### config.mk
export PLATFORM = sky130hd
export DESIGN_NAME = serial_word_packer
export DESIGN_NICKNAME = d
export VERILOG_FILES = /design/src/rtl/serial_word_packer_pkg.sv /design/src/rtl/packer_out_stage.sv /design/src/rtl/serial_word_packer.sv
export SDC_FILE = /design/constraint.sdc
export NUM_CORES = 1
export LEC_CHECK = 0
export CORE_UTILIZATION = 56
export DETAILED_ROUTE_END_ITERATION = 8
export GPL_TIMING_DRIVEN = 0
export PLACE_DENSITY_LB_ADDON = 0.08
export SYNTH_ARGS = -nofsm -noshare
export SYNTH_HDL_FRONTEND = slang
export SYNTH_SLANG_ARGS = --single-unit
### constraint.sdc
create_clock -name clk_4f -period 5 [get_ports clk_4f]
set_input_delay 0.5 -clock clk_4f [delete_from_list [all_inputs] [get_ports clk_4f]]
set_output_delay 0.5 -clock clk_4f [all_outputs]
set_load 0.01 [all_outputs]
### src/rtl/serial_word_packer_pkg.sv
// serial_word_packer_pkg: shared width and lane-placement helpers for the word packer
package serial_word_packer_pkg;
  function automatic int clog2(input int v);
    int r;
    r = 0;
    while ((1 << r) < v) r++;
    return r;
  endfunction
  function automatic int lane_off(input int k, input bit msb_first, input int ratio, input int in_w);
    return msb_first ? (ratio - 1 - k) * in_w : k * in_w;
  endfunction
  localparam int DEF_RATIO = 4;
  localparam int LANES_W = clog2(DEF_RATIO + 1);
endpackage

### src/rtl/packer_out_stage.sv
// packer_out_stage: output word register with valid/ready hold; parity lanes under PACKER_PARITY_EN
module packer_out_stage
  import serial_word_packer_pkg::*;
#(
  parameter int IN_W      = 8,
  parameter int RATIO     = DEF_RATIO,
  parameter int MSB_FIRST = 1,
  parameter int LW        = LANES_W
) (
  input  logic                  clk_4f,
  input  logic                  reset,
  input  logic                  load,
  input  logic [IN_W*RATIO-1:0] word,
  input  logic [LW-1:0]         lanes,
  input  logic                  ready_out,
  output logic                  valid_out,
  output logic [IN_W*RATIO-1:0] Data_out,
  output logic [LW-1:0]         lanes_out
`ifdef PACKER_PARITY_EN
  ,
  output logic [RATIO-1:0]      parity_out
`endif
);
  always_ff @(posedge clk_4f or negedge reset)
    if (!reset) begin
      valid_out <= 1'b0;
      Data_out  <= '0;
      lanes_out <= '0;
    end else begin
      valid_out <= load || (valid_out && !ready_out);
      if (load) begin
        Data_out  <= word;
        lanes_out <= lanes;
      end
    end
`ifdef PACKER_PARITY_EN
  logic [RATIO-1:0] par;
  always_comb begin
    par = '0;
    for (int k = 0; k < RATIO; k++) par[k] = ^word[lane_off(k, MSB_FIRST != 0, RATIO, IN_W) +: IN_W];
  end
  always_ff @(posedge clk_4f or negedge reset)
    if (!reset) parity_out <= '0;
    else if (load) parity_out <= par;
`endif
endmodule

### src/rtl/serial_word_packer.sv
// serial_word_packer: packs RATIO IN_W-bit symbols into one word with flush and backpressure
// Optional per-lane even parity output enabled by PACKER_PARITY_EN.
module serial_word_packer
  import serial_word_packer_pkg::*;
#(
  parameter int IN_W      = 8,
  parameter int RATIO     = DEF_RATIO,
  parameter int MSB_FIRST = 1
) (
  input  logic                         clk_4f,
  input  logic                         reset,
  input  logic                         valid_in,
  input  logic [IN_W-1:0]              Data_in,
  input  logic                         flush_in,
  output logic                         ready_in,
  input  logic                         ready_out,
  output logic                         valid_out,
  output logic [IN_W*RATIO-1:0]        Data_out,
  output logic [clog2(RATIO+1)-1:0]    lanes_out
`ifdef PACKER_PARITY_EN
  ,
  output logic [RATIO-1:0]             parity_out
`endif
);
  localparam int OUT_W = IN_W * RATIO;
  localparam int CW = clog2(RATIO);
  localparam int LW = clog2(RATIO + 1);
  localparam logic [CW-1:0] LAST = CW'(RATIO - 1);
  logic [OUT_W-1:0] acc, merged;
  logic [CW-1:0] cnt;
  logic [LW-1:0] lanes;
  logic take, last, done;
  assign last = cnt == LAST;
  // Only the word-closing symbol or flush needs the output register free.
  assign ready_in = !(valid_out && !ready_out) || (!last && !flush_in);
  assign take = valid_in && ready_in;
  assign done = (take && last) || (flush_in && ready_in && (take || cnt != '0));
  assign lanes = LW'(cnt) + LW'(take);
  always_comb begin
    merged = acc;
    for (int k = 0; k < RATIO; k++)
      if (take && cnt == CW'(k)) merged[lane_off(k, MSB_FIRST != 0, RATIO, IN_W) +: IN_W] = Data_in;
  end
  always_ff @(posedge clk_4f or negedge reset)
    if (!reset) begin
      acc <= '0;
      cnt <= '0;
    end else if (done) begin
      acc <= '0;
      cnt <= '0;
    end else if (take) begin
      acc <= merged;
      cnt <= cnt + 1'b1;
    end
  packer_out_stage #(.IN_W(IN_W), .RATIO(RATIO), .MSB_FIRST(MSB_FIRST), .LW(LW)) u_out (
    .clk_4f    (clk_4f),
    .reset     (reset),
    .load      (done),
    .word      (merged),
    .lanes     (lanes),
    .ready_out (ready_out),
    .valid_out (valid_out),
    .Data_out  (Data_out),
    .lanes_out (lanes_out)
`ifdef PACKER_PARITY_EN
    ,
    .parity_out(parity_out)
`endif
  );
endmodule

==> run metrics <==
result of the run completed; setup TNS after final layout 0 ns; TritonCTS clock tree built; floorplan die area 5570 µm²; post-route total power 2.25 mW; number of nets still failing antenna checks after routing 0; met3 wire length 215 µm; Std-Cell Rows 26; top-area cell type share of the netlist area 0.592; CTS Buffer Depth 2; #FFs+latches synth 70; Core Region 5110 µm²; vias per cell 5.30; total of hold buffers inserted after clock tree synthesis 0; area leader, netlist dfrtp_1; Post-synth top flop dfrtp_1; Max VDD drop 386 µV; Finish-stage setup viols 0; unrepaired setup endpoints after global routing no; initial antenna violation count 0; number of design-rule violations left by the first detailed-router iteration 145; total clock sinks 70; share of the yosys chip area belonging to registers 0.592; wire length of the first global-routing pass 9520 µm; Clock Skews 0.00976 ns; Avg Inst Size Synth 12.2 µm²; met2 routed WL 2830 µm; class of the most critical setup path reg2out; residual DRC count 0; DRT Pass-1 Iters 4; vertical die dimension 74.7 µm; worst min-delay path category in2async; Final Wtd Congestion 0.811; share of the clock period used by the worst path 0.499; worst-skew pair later-pin latency 0.34 ns; syn_nets 261; share of async-settable or async-resettable flops after synthesis 1.00; average routed wire per standard cell 16.1 µm; critical path required time 4.50 ns; pin count of the biggest net entering global routing 71; Yosys warnings 0; arrival time of data at the critical path endpoint 1.99 ns; Root Driver clkbuf_8; Port Buffers 48; number of endpoints with negative hold slack in the final report 0; normalized max-slew margin 0.423; detailed placer's ending HPWL 4040 µm; global-route usage over all layers 0.242; Static Leak 1.91 nW; sort of element at the end of the critical path output port; area of the mapped netlist 2960 µm²; number of global-route vias before repair 1887; share of post-route cells with drive strength above 1 0.157; post-detailed-routing wire length 6050 µm; remaining global-route overflow 0; initial core utilization 0.579; Post-Route M1 WL 2900 µm; nets 320; count of antenna diodes in the layout 0; total count of max-transition violations in the final report 0; area added between synthesis and finish 25.5%; Critical Path Start cnt[1]; category of the worst setup path launch point flop; post-synth cell types 21; count of mapped cells out of synthesis 242; die boundary width 74.7 µm; number of top-level pins 50; Max Cap Violations 0; PwrDens 606 nW/µm²; Resized cells post-CTS 0; slew at the pin closest to its max-slew limit 0.865 ns; clock-pin slew on the worst setup and hold paths 0.07 ns; cell types with the largest area share after synthesis dfrtp_1 59%, mux2i_1 11%, nor2_1 7.4%, a21oi_1 4.2%, buf_6 3.4%; total CTS buffers 9; number of enable flip-flop cells after synthesis 0; Max FO, Critical Path 5; time the worst path needs with I/O delays and setup 2.49 ns; Post-CTS Repair Setup Buffers 0; max frequency 0.401 GHz; H-tree depth 3; total number of vias 1986; FF-to-FF Start cnt[1]; highest metal layer used by the detailed router met4
==> final cells by class <==
type                            instances  area, µm²
Fill cell                             399       1400
Timing Repair Buffer                   48        478
Buffer                                 14        126
Clock inverter                          4       47.5
Tap cell                               70       87.6
Inverter                                4       15.0
Sequential cell                        70       1750
Clock buffer                           11        141
Multi-Input combinational cell        154       1060
==> placed cells by master (no fill, tap or decap), drive strengths merged, types with 4 or more instances in the layout <==
cell,instances
a21oi,33
clkdlybuf4s50,47
mux2i,33
nor2,59
buf,15
and3,8
dfrtp,70
ha,6
clkbuf,11
inv,4
==> critical path: stages, from the launching register on <==
cell             delay, ns
dfrtp_1               0.44
ha_1                  0.29
nor2_4                0.26
or2_2                 0.15
clkdlybuf4s50_1       0.52
==> registers in the layout (all words and copies together), names as in the netlist <==
signal,flops
u_out.lanes_out,3
acc,32
u_out.Data_out,32
u_out.valid_out,1
cnt,2
==> through the flow <==
step	cell area (µm²)	hold slack, ns	setup slack, ns	cells	utilization
2_1_floorplan	2960	0.204	3.01	242	-
3_3_place_gp	3520	0.493	1.09	360	0.690
3_5_place_dp	3520	0.494	2.47	360	0.690
4_1_cts	3710	0.306	2.50	375	0.727
5_1_grt	3710	0.350	2.42	375	0.727
6_report	3710	0.265	2.51	375	0.727
==> layer usage <==
layer  global-route usage  vias to the layer above
met2                0.375                       47
met4                0.119                        0
li1                     -                      929
met1                0.333                     1001
met3               0.0402                        9
met5                    0                        -
==> path summary, 6_finish.rpt <==
| kind | endpoint | slack (ns) | cells past startpoint |
|---|---|---|---|
| worst min-delay path | u_out.Data_out[31] | 0.27 | 1 |
| min in group clk_4f | u_out.Data_out[2] | 0.51 | 2 |
| worst min register to register | u_out.Data_out[2] | 0.51 | 2 |
| max in group asynchronous | u_out.Data_out[0] | 4.16 | 1 |
| worst max-delay path | ready_in | 2.51 | 4 |
| worst max register to register | u_out.lanes_out[1] | 2.81 | 7 |
==> synthesized netlist by cell type, types with 2 or more instances <==
master / count
a21oi_2: 8
buf_6: 9
ha_1: 6
buf_2: 5
a21oi_1: 25
and3_1: 8
inv_1: 4
nor2_1: 58
mux2i_1: 33
nand2b_4: 2
dfrtp_1: 70
mux2_4: 3
o211ai_4: 3
==> kinds of logic after synthesis <==
family	Yosys count	share of synthesized area
AOI/OAI and AO/OA	37	0.0893
DFF	70	0.592
and+or+nand+nor	74	0.115
adders and majority gates	6	0.0254
buffers and inverters	18	0.0478
xor gates and xnor gates	1	0.00296
muxes	36	0.127
==> where the power goes <==
| group | internal (mW) | total (mW) | switching [mW] |
|---|---|---|---|
| logic | 0.475 | 0.916 | 0.442 |
| clock network | 0.240 | 0.441 | 0.201 |
| registers | 0.786 | 0.891 | 0.105 |
Power figures use the tool's default switching activity.
==> variant (same settings) <==
`MSB_FIRST` is set to 1 in 2 places; all go to 0.
--- a/src/rtl/packer_out_stage.sv
+++ b/src/rtl/packer_out_stage.sv
@@ -4,7 +4,7 @@
 #(
   parameter int IN_W      = 8,
   parameter int RATIO     = DEF_RATIO,
-  parameter int MSB_FIRST = 1,
+  parameter int MSB_FIRST = 0,
   parameter int LW        = LANES_W
 ) (
   input  logic                  clk_4f,
--- a/src/rtl/serial_word_packer.sv
+++ b/src/rtl/serial_word_packer.sv
@@ -5,7 +5,7 @@
 #(
   parameter int IN_W      = 8,
   parameter int RATIO     = DEF_RATIO,
-  parameter int MSB_FIRST = 1
+  parameter int MSB_FIRST = 0
 ) (
   input  logic                         clk_4f,
   input  logic                         reset,
Function: changed (a bounded check fails within 4 cycles, from zero or initial values and one cycle with reset low).
==> variant against the original RTL <==
Via count up 0.10%. Routed wire length shrank 0.53%. Utilization rose by 1.7 points. Final cell count down 1.1%. Power fell by 3.2%. Synthesized area decreased by 3.0%. Worst setup slack gained 0.14 ns. Final area fell by 3.5%. Sequential cell count unchanged. Fmax up 6.0%. Global-route usage up 2.2 points. Critical path type is now input pin to output pin. Critical endpoint unchanged. Largest cell class unchanged.
==> variant: results (changes against the original RTL) <==
GRT
  – Met3 usage: 0.0741 (+0.0339)
  – Grt met2 use: 0.394 (+0.0191)
  – Vias in the first global route: 1944 (+3.0%)
  – First-pass GRT wire length: 9930 microns (+4.3%)
  – Global Route Usage Sum: 0.264 (+0.0217)

Synth
  – Sequential-to-total area share from yosys stat: 0.611 (+0.0184)
  – Post-Syn Area per Cell: 11.9 sq um (-3.0%)
  – Number of library cell types mapped by synthesis: 24 (+14%)

STA
  – Fin Hold WS: 0.269 ns (+0.00394 ns)
  – Layout Skew: 0.00670 ns (-0.00306 ns)
  – Final period util: 0.471 (-0.0281)

Power
  – Internal: 0.00142 W (-5.1%)
  – Static Leakage: 1.84 nW (-3.3%)
  – VDD IR max: 0.376 mV (-2.7%)

Critical path
  – Delay of the slowest critical-path stage: 0.49 ns (-0.03 ns)
  – Critical Path Fanout Max: 3 (-2)
  – FF-to-FF setup slack: 2.95 ns (+0.14 ns)
  – Arrival time worst endpoint: 1.85 ns (-0.14 ns)
  – CP startpoint: ready_out

Layout
  – Clock-cell share of area: 0.0426 (-0.00830)
  – Sequential share of cell area: 0.489 (+0.0170)
  – Clock buf count: 9 (-2)
  – Fill count: 367 (-8.0%)
  – Multi-input gate share of total cell area: 0.288 (+0.00123)
  – Area Overhead vs Synth: 24.9%
  – Signal buf overhead: 0.154 (-0.00881)
  – Invs w/o clock: 3 (-1)

Placed design
  – DP HPWL: 4010 microns (-0.76%)
  – GP Congestion: 0.725 (-11%)
  – Worst slack, placed: 2.47 ns (+0.00354 ns)

Routing
  – Routed WL per cell: 16.2 microns (+0.54%)
  – WL met2: 2860 microns (+1.4%)

Die
  – Core area: 4820 sq um (-5.7%)

Run status
  – Status: completed
## variant: changes by cell type after synthesis, moves of 3 or more
| cell | before | now |
|---|---|---|
| a21oi_1 | 25 | 32 |
| a21oi_2 | 8 | 0 |
| buf_2 | 5 | 8 |
| buf_6 | 9 | 0 |
| mux2_4 | 3 | 0 |
| mux2_2 | 0 | 3 |
| buf_4 | 0 | 4 |
## variant: kinds of logic (layout without fill, tap and decap cells)
group | Yosys count | in the layout | share of synthesized area
compound gates | 38 | 38 | 0.0846
flops | 70 | 70 | 0.611
simple gates | 76 | 76 | 0.122
xor+xnor | 1 | 1 | 0.00305
mux | 35 | 35 | 0.123
fa+ha+maj | 6 | 6 | 0.0262
buf+inv | 16 | 78 | 0.0297
## variant: power groups by stage
stage               Clock, W  Combinational [W]  Sequential (W)
floorplan                  0           0.000415        0.000970
global placement           0           0.000878        0.000905
detailed placement         0           0.000901        0.000914
CTS                 0.000389           0.000907        0.000905
global route        0.000409           0.000985        0.000932
finish              0.000378           0.000896        0.000903
